### config.mk
export PLATFORM = sky130hd
export DESIGN_NAME = replay_sequencer
export DESIGN_NICKNAME = d
export VERILOG_FILES = /design/src/rtl/replay_pkg.sv /design/src/rtl/replay_exit_arb.sv /design/src/rtl/replay_sequencer.sv
export SDC_FILE = /design/constraint.sdc
export NUM_CORES = 1
export LEC_CHECK = 0
export CORE_ASPECT_RATIO = 1.75
export CORE_MARGIN = 1
export CORE_UTILIZATION = 47
export CTS_CLUSTER_DIAMETER = 120
export DETAILED_ROUTE_END_ITERATION = 8
export MAX_ROUTING_LAYER = met4
export PLACE_DENSITY_LB_ADDON = 0.3
export SYNTH_ARGS = -nofsm -noshare
export SYNTH_HDL_FRONTEND = slang
export SYNTH_SLANG_ARGS = --single-unit
### constraint.sdc
create_clock -name clock -period 3.63 [get_ports clock]
set_clock_uncertainty 0.1 [all_clocks]
set_input_delay 0.5445 -clock clock [delete_from_list [all_inputs] [get_ports clock]]
set_output_delay 0.5445 -clock clock [all_outputs]
set_load 0.005 [all_outputs]
### src/rtl/replay_pkg.sv
// Shared types and helpers for the replay-run controller.
package replay_pkg;

  typedef enum logic [1:0] {
    HOLD  = 2'd0,
    RUN   = 2'd1,
    DRAIN = 2'd2,
    DONE  = 2'd3
  } state_e;

  // Index width for a channel select; a single channel still gets one bit.
  function automatic int chan_w(input int n);
    return (n > 1) ? $clog2(n) : 1;
  endfunction

  // Code reported when the run ends on the cycle limit; callers truncate to CODE_W.
  function automatic logic [255:0] timeout_code();
    return '1;
  endfunction

endpackage

### src/rtl/replay_exit_arb.sv
// Lowest-index-wins priority encoder over the exit-request channels.
module replay_exit_arb
  import replay_pkg::*;
#(
  parameter int NUM_CHAN = 4,
  parameter int CODE_W   = 8,
  localparam int CHAN_W  = chan_w(NUM_CHAN)
) (
  input  logic [NUM_CHAN-1:0]        req_i,
  input  logic [NUM_CHAN*CODE_W-1:0] code_i,
  output logic                       vld_o,
  output logic [CHAN_W-1:0]          idx_o,
  output logic [CODE_W-1:0]          code_o
);

  // Scan high to low so the lowest requesting index is the last to write.
  always_comb begin
    vld_o  = 1'b0;
    idx_o  = '0;
    code_o = '0;
    for (int i = NUM_CHAN-1; i >= 0; i--) begin
      if (req_i[i]) begin
        vld_o  = 1'b1;
        idx_o  = CHAN_W'(i);
        code_o = code_i[i*CODE_W +: CODE_W];
      end
    end
  end

endmodule

### src/rtl/replay_sequencer.sv
// Replay-run controller: DUT reset sequencing, run cycle count, dump window,
// exit arbitration with optional cycle-limit timeout and post-exit drain.
module replay_sequencer
  import replay_pkg::*;
#(
  parameter int NUM_CHAN     = 4,
  parameter int CYCLE_W      = 64,
  parameter int CODE_W       = 8,
  parameter int RESET_CYCLES = 5,
  parameter int DRAIN_CYCLES = 2,
  localparam int CHAN_W      = chan_w(NUM_CHAN)
) (
  input  logic                       clock,
  input  logic                       reset,
  input  logic [CYCLE_W-1:0]         max_cycles,
  input  logic [CYCLE_W-1:0]         dump_start,
  input  logic [CYCLE_W-1:0]         dump_stop,
  input  logic [NUM_CHAN-1:0]        exit_req,
  input  logic [NUM_CHAN*CODE_W-1:0] exit_code_in,
  output logic                       dut_reset,
  output logic [CYCLE_W-1:0]         cycles,
  output logic                       dump_en,
  output logic                       exit,
  output logic [CODE_W-1:0]          exit_code,
  output logic [CHAN_W-1:0]          exit_chan,
  output logic                       timeout,
  output logic [1:0]                 state
);

  localparam int HOLD_W = (RESET_CYCLES > 1) ? $clog2(RESET_CYCLES) : 1;
  localparam int DRN_W  = (DRAIN_CYCLES > 1) ? $clog2(DRAIN_CYCLES) : 1;
  localparam logic [CODE_W-1:0] TIMEOUT_CODE = CODE_W'(timeout_code());

  state_e              state_q;
  logic [HOLD_W-1:0]   hold_q;
  logic [DRN_W-1:0]    drain_q;
  logic [CYCLE_W-1:0]  cycles_q, cycles_d;
  logic                dut_reset_q, dump_en_q, exit_q, timeout_q;
  logic [CODE_W-1:0]   code_q;
  logic [CHAN_W-1:0]   chan_q;

  logic                arb_vld;
  logic [CHAN_W-1:0]   arb_idx;
  logic [CODE_W-1:0]   arb_code;
  logic                in_win, tmo_hit;

  replay_exit_arb #(.NUM_CHAN(NUM_CHAN), .CODE_W(CODE_W)) u_arb (
    .req_i  (exit_req),
    .code_i (exit_code_in),
    .vld_o  (arb_vld),
    .idx_o  (arb_idx),
    .code_o (arb_code)
  );

  // Window and limit compares use the registered count, so dump_en lags by one edge.
  assign in_win   = (cycles_q >= dump_start) && (cycles_q < dump_stop);
  assign tmo_hit  = (max_cycles != '0) && (cycles_q >= max_cycles);
  assign cycles_d = (cycles_q == '1) ? cycles_q : cycles_q + CYCLE_W'(1);

  always_ff @(posedge clock) begin
    if (reset) begin
      state_q     <= HOLD;
      hold_q      <= '0;
      drain_q     <= '0;
      cycles_q    <= '0;
      dut_reset_q <= 1'b1;
      dump_en_q   <= 1'b0;
      exit_q      <= 1'b0;
      timeout_q   <= 1'b0;
      code_q      <= '0;
      chan_q      <= '0;
    end else begin
      case (state_q)
        HOLD: begin
          if (hold_q == HOLD_W'(RESET_CYCLES-1)) begin
            state_q     <= RUN;
            dut_reset_q <= 1'b0;
            dump_en_q   <= in_win;
          end else begin
            hold_q <= hold_q + HOLD_W'(1);
          end
        end
        RUN: begin
          cycles_q <= cycles_d;
          if (arb_vld || tmo_hit) begin
            // A real request beats the limit when both land on the same edge.
            code_q    <= arb_vld ? arb_code : TIMEOUT_CODE;
            chan_q    <= arb_vld ? arb_idx : '0;
            timeout_q <= !arb_vld;
            drain_q   <= '0;
            if (DRAIN_CYCLES == 0) begin
              state_q   <= DONE;
              exit_q    <= 1'b1;
              dump_en_q <= 1'b0;
            end else begin
              state_q   <= DRAIN;
              dump_en_q <= in_win;
            end
          end else begin
            dump_en_q <= in_win;
          end
        end
        DRAIN: begin
          cycles_q <= cycles_d;
          if (drain_q == DRN_W'(DRAIN_CYCLES-1)) begin
            state_q   <= DONE;
            exit_q    <= 1'b1;
            dump_en_q <= 1'b0;
          end else begin
            drain_q   <= drain_q + DRN_W'(1);
            dump_en_q <= in_win;
          end
        end
        default: dump_en_q <= 1'b0;
      endcase
    end
  end

  assign dut_reset = dut_reset_q;
  assign cycles    = cycles_q;
  assign dump_en   = dump_en_q;
  assign exit      = exit_q;
  assign exit_code = code_q;
  assign exit_chan = chan_q;
  assign timeout   = timeout_q;
  assign state     = state_q;

endmodule

After elaboration in Yosys (flattened, before gate mapping)

Index checks and enable logic that the tools add are counted.
Widths: inputs -> output; s select.

Add/sub/neg operators: 3
$lt $le $gt $ge: 3
Eq/ne operators: 7
Multiplexer cells: 24
Bitwise operators: 2
Reductions and logical operators: 16

Operators by type and width:

| cell                  | count |
|---|---|
| $ge 64x64->1          | 2 |
| $add 64x1->64 const B | 1 |
| $eq 64x64->1 const B  | 1 |
| $lt 64x64->1          | 1 |
| $reduce_bool 64->1    | 1 |
| $mux 8                | 5 |
| $mux 2                | 8 |
| $reduce_and 2->1      | 6 |
| $mux 1                | 8 |
| $ne 2x2->1 const B    | 3 |
| $pmux 2 s3            | 1 |
| $reduce_and 4->1      | 1 |
| $add 3x1->3 const B   | 1 |
| $eq 3x3->1 const B    | 1 |
| $pmux 1 s3            | 1 |
| $reduce_bool 3->1     | 1 |
| $eq 2x1->1 const B    | 1 |
| $eq 2x2->1 const B    | 1 |
| $logic_and 1x1->1     | 2 |
| $logic_not 2->1       | 1 |
| $not 1->1             | 2 |
| $pmux 1 s2            | 1 |
| $reduce_bool 2->1     | 1 |
| $reduce_or 2->1       | 1 |
| other kinds (3)       | 3 |

Register bits after elaboration: 84
Input bits: 230
Output and inout port bits: 80
Word-level logic and storage cells: 65

Logic depth before layout (Yosys ltp)

Depth after elaboration: 7
Gate-level depth with buffers: 10
Mapped depth without buffers: 10

Cells and area by module

A second synthesis with hierarchy kept.

Cell total of the unflattened synthesis: 1159
Area total of the unflattened synthesis: 8899.8 µm²

By module, submodules not included:

| module           | times used | cells each | area an instance (µm²) | sequential area each (µm²) |
|---|---|---|---|---|
| replay_sequencer | 1          | 1122       | 8668.3                 | 1681.6 |
| replay_exit_arb  | 1          | 37         | 231.5                  | 0.0 |

Least setup slack after synthesis

No wires, ideal clock.

Path kind: in2reg
Start: input max_cycles[51]
End: register code_q[1], in the netlist exit_code[1]
Library setup time: 0.119 ns
Data arrival time: 2.560 ns
Data required time: 3.411 ns
Path slack: 0.851 ns
Cell stages on the path: 10
Path buffers: 0
Cell sequence: inv_1 -> ha_1 -> a21oi_1 -> o21ai_0 -> a221oi_1 -> o21a_1 -> o221ai_1 -> o31ai_2 -> a21boi_4 -> o221a_2

Word-level cells in the longest chain between the ends: 4
Elaborated cells between the ends (all ways): 5
Those cells by class: order compare (1); reduce/logical (4)

Ends and longest elaborated chain:

| what                                               | RTL line               | text |
|---|---|---|
| from (decl)                                        | replay_sequencer.sv:15 | `input logic [CYCLE_W-1:0] max_cycles,` |
| $ge 64x64->1 or $reduce_bool 64->1 (tied branches) | replay_sequencer.sv:57 | `assign tmo_hit = (max_cycles != '0) && (cycles_q >= max_cycles);` |
| $logic_and 1x1->1 *                                | replay_sequencer.sv:57 |  |
| $logic_or 1x1->1 *                                 | replay_sequencer.sv:85 | `if (arb_vld \|\| tmo_hit) begin` |
| $reduce_and 2->1 (no line) *                       | --                     |  |
| to (signal assigned)                               | replay_sequencer.sv:87 | `code_q <= arb_vld ? arb_code : TIMEOUT_CODE;` |
| to (decl)                                          | replay_sequencer.sv:39 | `logic [CODE_W-1:0] code_q;` |

Mark *: on every way between the ends. The rest lies on a longest branch, timed or not.
A chain may end at the register's enable or synchronous reset.

Worst setup path after layout

Start: input max_cycles[48]
End: register code_q[3], in the netlist exit_code[3]

Same word-level chain as after synthesis.

==> out/metrics.cfg <==
[sta]
rsz0062_at_grt = no
slew_violations = 0
finalSetupViolCount = 0
period_minus_slack_ns = 3.29
relSlewSlack_pct = 48.0
fin_crit_sh_pct = 90.7
fmax_mhz = 304
hold_viol_final = 0
tightest_slew_ns = 0.779

[detailed_routing]
first_iter_violations = 316
wl_per_cell_microns = 16.8
drt-pass1-iter-count = 5
vias = 9850
routed_wl_microns = 29600
drc = 0
viasPerCell = 5.59
postRouteAntennaNets = 0

[final_layout]
drive_gt1_share_pct = 4.66
mostFrequentLayoutCells = clkdlybuf4s50_1, inv_1, ha_1
layout.nets = 1947
finish.instance_area_sq_mm = 0.0129
fill_cells = 1592
final_util_pct = 69.4
final_common_cell = clkdlybuf4s50_1
syn2layout_area_growth_pct = 43.4

[yosys]
synth-seq-cells = 84
syn_avg_cell_area_sq_um = 7.63
yosys_warnings = 0
yosysTopAreaCell = ha_1
syn_area_sq_mm = 0.00903
synth_fp_nets = 1611
synth.distinct_cells = 59
synth_area_leaders = ha_1, dfxtp_1, inv_1, nor2_1, a21oi_1
async_flop_share_pct = 0
synth_edf_count = 0
synth_ff_type = dfxtp_1
synth-seq-area-share_pct = 18.6
synth_cells = 1183
synth_top_area_share_pct = 27.4

[clock_network]
numClockSinks = 84
cts-root-buf = clkbuf_16
post_cts_resize_count = 0
clk_pin_slew_worst_paths_ns = 0.07
cts_buffer_depth = 2
hold_buffers = 0
clk_latency_ns = 0.35
cts_tree = yes
cts-htree-levels = 3
cts_buffers = 9
post_cts_buffers = 0

[placement]
dpl-instance-area_sq_mm = 0.0126
io_buffers = 309
gp_congestion = 0.924
dpl.hpwl_microns = 24900

[power_and_ir_drop]
power_per_cell_area_mw_per_mm2 = 221
power_leakage_nw = 6.37
peakVddDrop_v = 0.000210
p_total_w = 0.00286

[global_routing]
antenna_found_initial = 1
grt_max_degree = 71
grt_pass1_wl_microns = 46100
grtUsageTotal_pct = 30.5
gr-total-overflow = 0
grt_pass1_vias = 9883

[floorplanning]
die-height_microns = 185
core-area_sq_mm = 0.0187
die_area_sq_mm = 0.0198
start_util_pct = 48.4
die_w_microns = 107
rows = 66
io_pins = 310

[setup_path]
critPathArrivalTime_ns = 3.49
path_class = in -> reg
critPathRequiredTime_ns = 3.83
cp_max_fo = 8
slowest_stage = clkdlybuf4s50_1
slowest_delay_ns = 0.56
cp-start-kind = input pin
crit_chain = clkdlybuf4s50_1 -> inv_1 -> ha_1 -> nand4_1 -> nor4_1 -> nand2_1 -> or4_1 -> a211oi_1 -> o31ai_2 -> buf_4 -> a21boi_4 -> o221a_1
crit_path_end_kind = flop

[hold_path]
hp-class = reg -> reg

[flow_run]
cap_violations = 0

[outcome]
status = completed

==> cells by family (layout without fill, tap and decap cells) <==
family | count (synthesis) | after routing | synth area share, %
and+or+nand+nor | 383 | 383 | 22.1
other | 0 | 1 | 0
adders and majority gates | 198 | 198 | 27.4
AOI/OAI and AO/OA | 223 | 223 | 16.1
xor gates and xnor gates | 59 | 59 | 5.72
buffers and inverters | 234 | 575 | 9.82
muxes | 2 | 2 | 0.222
DFF | 84 | 84 | 18.6
==> final cells by class <==
cell class                      instances  area [sq um]  share of cell area [%]
Tap cell                              238           298                    2.30
Sequential cell                        84          1680                    13.0
Multi-Input combinational cell        865          6460                    49.9
Timing Repair Buffer                  348          3380                    26.1
Clock inverter                          7           105                   0.812
Clock buffer                            9           225                    1.74
Antenna cell                            1          2.50                  0.0193
Inverter                              211           792                    6.12
==> metrics by stage <==
stage	hold slack, ns	setup TNS, ns	std cells	setup WS, ns
6_report	0.362	0	1763	0.338
5_1_grt	0.390	0	1763	0.203
4_1_cts	0.363	0	1762	0.329
3_5_place_dp	0.346	-0.108	1746	-0.0209
3_3_place_gp	0.331	0	1746	0.0964
2_1_floorplan	0.339	0	1183	0.851
==> state kept, by name, indices dropped and copies added, names as in the netlist <==
register / flops
exit_code: 8
state: 2
exit: 1
drain_q: 1
hold_q: 3
dump_en: 1
timeout: 1
exit_chan: 2
cycles: 64
dut_reset: 1
==> critical path: cells and delay by family <==
family,cells,cell delay [ns]
buf+inv,3,0.80
compound gates,4,0.81
fa+ha+maj,1,0.27
simple gates,4,1.06
==> layer usage <==
layer  vias up  track usage [%]  part of all wire, %
li1       4841                -                    -
met1      4571             29.8                   36
met2       346             57.5                   53
met3        92             4.36                  5.4
met4         0             15.4                  5.0
met5         -                -                    0
==> Yosys cell counts (all sizes together) (9+ instances only) <==
library cell	count
xnor2	31
ha	198
dfxtp	84
nand2	75
nor2	103
a21o	29
nor4	27
inv	211
nand3	44
a21oi	77
a22oi	9
xor2	28
and2	10
nor3	19
and4	20
nand4	48
clkbuf	19
a211oi	13
o21ai	44
and3	12
==> path summary, 6_finish.rpt <==
path,cells past startpoint,from,endpoint,slack [ns]
worst min register to register,2,dut_reset,dut_reset,0.36
worst max register to register,10,cycles[34],exit_code[3],0.60
worst min-delay path,2,dut_reset,dut_reset,0.36
worst max-delay path,12,max_cycles[48],exit_code[3],0.34
==> where the power goes <==
group	leakage, nW	internal, W	switching (W)
combinational	5.54	0.000464	0.000343
sequential	0.678	0.000971	0.0000442
clock	0.159	0.000614	0.000421
total	6.37	0.00205	0.000808
No activity file was read; power rests on OpenSTA's default activity.
==> edit 1, RTL diff (same settings) <==
Register the inputs `max_cycles`, `dump_start`, `dump_stop`, `exit_req` and `exit_code_in` before use, with the module's reset. The logic sees them one clock later.
--- a/src/rtl/replay_sequencer.sv
+++ b/src/rtl/replay_sequencer.sv
@@ -33,2 +33,24 @@
 
+  logic [CYCLE_W-1:0] max_cycles_q;
+  logic [CYCLE_W-1:0] dump_start_q;
+  logic [CYCLE_W-1:0] dump_stop_q;
+  logic [NUM_CHAN-1:0] exit_req_q;
+  logic [NUM_CHAN*CODE_W-1:0] exit_code_q;
+
+  always_ff @(posedge clock) begin
+    if (reset) begin
+      max_cycles_q <= '0;
+      dump_start_q <= '0;
+      dump_stop_q  <= '0;
+      exit_req_q   <= '0;
+      exit_code_q  <= '0;
+    end else begin
+      max_cycles_q <= max_cycles;
+      dump_start_q <= dump_start;
+      dump_stop_q  <= dump_stop;
+      exit_req_q   <= exit_req;
+      exit_code_q  <= exit_code_in;
+    end
+  end
+
   state_e              state_q;
@@ -47,4 +69,4 @@
   replay_exit_arb #(.NUM_CHAN(NUM_CHAN), .CODE_W(CODE_W)) u_arb (
-    .req_i  (exit_req),
-    .code_i (exit_code_in),
+    .req_i  (exit_req_q),
+    .code_i (exit_code_q),
     .vld_o  (arb_vld),
@@ -55,4 +77,4 @@
   // Window and limit compares use the registered count, so dump_en lags by one edge.
-  assign in_win   = (cycles_q >= dump_start) && (cycles_q < dump_stop);
-  assign tmo_hit  = (max_cycles != '0) && (cycles_q >= max_cycles);
+  assign in_win   = (cycles_q >= dump_start_q) && (cycles_q < dump_stop_q);
+  assign tmo_hit  = (max_cycles_q != '0) && (cycles_q >= max_cycles_q);
   assign cycles_d = (cycles_q == '1) ? cycles_q : cycles_q + CYCLE_W'(1);
Check against the original RTL: not equivalent (a bounded check fails within 10 cycles, from zero or initial values and one cycle with reset high).
==> edit 1 against the original RTL <==
  * Power rose to 2.9 times the old value
  * Synthesized area rose by 67%
  * Setup slack lost 220 ps
  * Cell count increased by 36%
  * Critical path depth shrank 3
  * Synthesized cell count rose by 42%
  * Non-clock buffer count down 19
  * Global-route usage fell by 4.7 points
  * Design area increased by 52%
  * Wire length is 38% higher
  * Sequential cell count up 228
  * Critical path type is now register to register
==> edit 1: results (changes against the original RTL) <==
Worst setup path
  – Crit path largest cell delay: 790 ps (+230 ps)
  – Worst Path Max Fanout: 9 (+1)
  – R2R setup slack: 120 ps (-480 ps)
  – CP arrival: 3850 ps (+360 ps)
  – Slowest cell on the critical path: nor4_1
  – Crit path max-delay family: compound AO/OA/AOI/OAI gates

Power and ir drop
  – P_seq: 3.71 mW (+260%)
  – Combinational power: 1.08 mW (+34%)
  – Internal Pwr Total: 6.19 mW (+200%)
  – Static leakage: 8.36 nW (+31%)

Min path
  – Hold Path Class: input pin to register

Logic synthesis
  – Top cells by area, synth: dfxtp_1 41%, ha_1 16%, nor2b_1 9.7%, inv_1 5.3%, nor2_1 3.1%
  – Count of different cell masters after synthesis: 54 (-8.5%)
  – Seq/Total Area, Yosys: 41.5% (+23 points)
  – Synth area leader: dfxtp_1
  – Syn_nets: 2102 (+30%)
  – Post-synth top cells: 312 x dfxtp_1, 233 x nor2b_1, 214 x inv_1

GRT
  – Met2 Usage GRT: 48.6% (-8.9 points)
  – Initial antenna violation count: 2 (+1)
  – Largest net degree at the start of global routing: 114 (+61%)
  – Aggregate global-route resource usage: 25.8% (-4.7 points)
  – Global routing usage on met1: 25.4% (-4.4 points)

Layout
  – Area of the multi-input gates: 0.00783 sq mm (+21%)
  – Comb_multi_in: 1101 (+27%)
  – Fillcell total: 2686 (+69%)
  – Buffers excl. clock: 329 (-5.5%)
  – Non-clk invs: 214 (+1.4%)
  – Share of layout cells above drive strength 1: 3.98% (-0.67 points)
  – CLK BUF: 35 (+26)
  – ANT cells: 2 (+1)
  – Post-layout net count: 2415 (+24%)
  – Clock-cell share of area: 5.37% (+2.8 points)

Outcome
  – Status: finished clean

Route
  – WL/cell: 16.9 um (+1.1%)
  – Initial DRC Count: 497 (+57%)
  – WL met3: 2130 um (+34%)
  – Vias: 12600 (+27%)
  – Metal2 WL: 21900 um (+39%)
  – TritonRoute pass-1 iters: 7 (+2)

Place
  – HPWL Detailed: 31900 um (+28%)
  – Dpl cell area: 0.0186 sq mm (+48%)
  – Final GP Congestion: 0.914 (-1.1%)

STA
  – Fin Hold WS: 280 ps (-82.2 ps)
  – Slew @ Worst Pin: 838 ps (+58.7 ps)

Clocking
  – Clock buffer depth: 3 (+1)
  – Htree depth: 1 (-2)
  – Clock latency at the later pin of the worst-skew pair: 560 ps (+210 ps)
  – # clock sinks: 312 (+270%)
  – CTS Buf Count: 29 (+20)

Die
  – Die area: 0.0328 sq mm (+66%)
[edit 1: worst paths after layout]
path,start,endpoint,cells after the start
max,cycles[49],dump_en,9
min,reset,max_cycles_q[15],2
max reg2reg,cycles[49],dump_en,9
min reg2reg,timeout,timeout,2
[edit 1: metrics by stage]
step                      instances  setup slack (ps)
final                          2406               115
after global routing           2406              73.3
after CTS                      2404              85.0
after detailed placement       2352               121
after global placement         2352               107
after floorplan                1674              1010
[edit 1: kinds of logic (layout without fill, tap and decap cells)]
| logic type | Yosys count | count (layout) | synth area share [%] |
|---|---|---|---|
| and+or+nand+nor | 637 | 637 | 23.4 |
| DFF | 312 | 312 | 41.5 |
| buffers and inverters | 261 | 595 | 6.53 |
| AOI/OAI and AO/OA | 203 | 203 | 8.50 |
| adders and majority gates | 198 | 198 | 16.4 |
| xor gates and xnor gates | 59 | 59 | 3.43 |
| muxes | 4 | 4 | 0.266 |
| other | 0 | 2 | 0 |
==> edit 2, RTL diff (config.mk and constraints unchanged) <==
Made on the original files. `NUM_CHAN` is set to 4 in 2 places; all go to 3.
--- a/src/rtl/replay_exit_arb.sv
+++ b/src/rtl/replay_exit_arb.sv
@@ -4,3 +4,3 @@
 #(
-  parameter int NUM_CHAN = 4,
+  parameter int NUM_CHAN = 3,
   parameter int CODE_W   = 8,
--- a/src/rtl/replay_sequencer.sv
+++ b/src/rtl/replay_sequencer.sv
@@ -5,3 +5,3 @@
 #(
-  parameter int NUM_CHAN     = 4,
+  parameter int NUM_CHAN     = 3,
   parameter int CYCLE_W      = 64,
Ports: changed (resized exit_code_in and exit_req); port bits go from 310 to 301. The function was not compared with the original's and may differ.
==> edit 2 against the original RTL <==
  * Die area is 1.1% lower
  * Synthesized area is 1.1% lower
  * Power up 0.68%
  * Count of clock-buffer cells in the layout unchanged
  * Hold slack worse by 8.1 ps
  * Design area decreased by 1.3%
  * Sequential cell count is the same
  * Setup slack worse by 14 ps
  * Global-route usage grew 0.79 points
  * Wire length is 0.37% higher
  * Largest power group unchanged
==> edit 2: results (changes against the original RTL) <==
Route
  – WL/cell: 17.1 um (+2.2%)
  – Initial DRC Count: 344 (+8.9%)
  – ANT nets after route: 0 (unchanged)
  – Vias/cell: 5.51 (-1.5%)
  – Vias: 9530 (-3.2%)

GRT
  – First-pass GRT wire length: 46700 um (+1.5%)
  – Vias in the first global route: 9677 (-2.1%)
  – Largest net degree at the start of global routing: 82 (+15%)
  – Aggregate global-route resource usage: 31.3% (+0.79 points)
  – Initial antenna violation count: 1 (unchanged)

Worst setup path
  – Crit path largest cell delay: 490 ps (-70 ps)
  – R2R depth: 8 (-2)
  – CP arrival: 3450 ps (-40 ps)
  – Worst Path Max Fanout: 8 (unchanged)

Logic synthesis
  – Count of different cell masters after synthesis: 61 (+3.4%)
  – Post-synth top cells: 219 x inv_1, 198 x ha_1, 88 x nor2_1
  – Syn_nets: 1572 (-2.4%)
  – Mapped Avg Cell Area: 7.75 sq um (+1.5%)
  – Top cells by area, synth: ha_1 28%, dfxtp_1 19%, inv_1 9.2%, a21oi_1 4.5%, nand4_1 4.3%
  – Seq/Total Area, Yosys: 18.8% (+0.21 points)
  – Asr flop ratio synth: 0% (unchanged)
  – Synth top area share: 27.7% (+0.31 points)

Power and ir drop
  – VDD IR max: 0.195 mV (-7.0%)
  – Static leakage: 6.39 nW (+0.33%)

STA
  – Slew @ Worst Pin: 901 ps (+121 ps)

Place
  – HPWL Detailed: 24800 um (-0.24%)
  – Pre-CTS setup slack: -51.1 ps (-30.2 ps)
  – Dpl cell area: 0.0125 sq mm (-1.3%)
  – Port Buffers: 300 (-2.9%)
  – Inst Count DP: 1714 (-1.8%)
  – Final GP Congestion: 0.994 (+7.6%)

Layout
  – Share of layout cells above drive strength 1: 4.89% (+0.23 points)
  – Post-layout net count: 1906 (-2.1%)
  – Max reg flops: 64 (unchanged)

Clocking
  – Post-cts resize count: 0 (unchanged)
  – CTS Buf Count: 9 (unchanged)
  – Clock latency at the later pin of the worst-skew pair: 340 ps

Min path
  – Hold path depth: 2 (unchanged)

Outcome
  – Status: finished clean
[edit 2: critical path, delay by kind of cell]
kind / cells / cell delay (ps)
buffers and inverters: 4 / 910
adder cells (fa/ha/maj): 1 / 310
AND/OR/NAND/NOR: 4 / 850
AO/OA/AOI/OAI: 4 / 840
[edit 2: path summary, 6_finish.rpt]
check	from	to	slack (ps)
setup / recovery	max_cycles[55]	exit_code[1]	320
hold / removal	dut_reset	dut_reset	350
setup reg to reg	cycles[1]	cycles[60]	450
hold reg to reg	dut_reset	dut_reset	350
[edit 2: final cells by class]
cell class	count	area [sq um]
clock buffer	9	225
fill	1591	5800
antenna	1	2.50
clock inverter	7	105
sequential	84	1680
timing repair buffer	338	3280
tap	238	298
inverter	219	822
multi-input combinational	835	6370
[edit 2: per-layer routing]
| layer | global-route usage [%] | part of all wire, % |
|---|---|---|
| met2 | 57.4 | 52 |
| met1 | 31.0 | 37 |
| met5 | - | 0 |
| met4 | 18.7 | 6.2 |
| met3 | 4.24 | 4.3 |
[edit 2: logic make-up (layout without fill, tap and decap cells)]
family          count (synthesis)  after routing  synth area share (%)
simple gates                  344            344                  20.7
xor+xnor                       50             50                  4.90
other cells                     0              1                     0
flops                          84             84                  18.8
fa+ha+maj                     198            198                  27.7
compound gates                226            226                  16.0
mux                            17             17                  2.02
buf+inv                       234            573                  9.89
[edit 2: power by group]
part | switching, mW | leakage (nW) | internal [mW]
combinational | 0.352 | 5.56 | 0.476
clock | 0.419 | 0.159 | 0.614
sequential | 0.0367 | 0.678 | 0.979
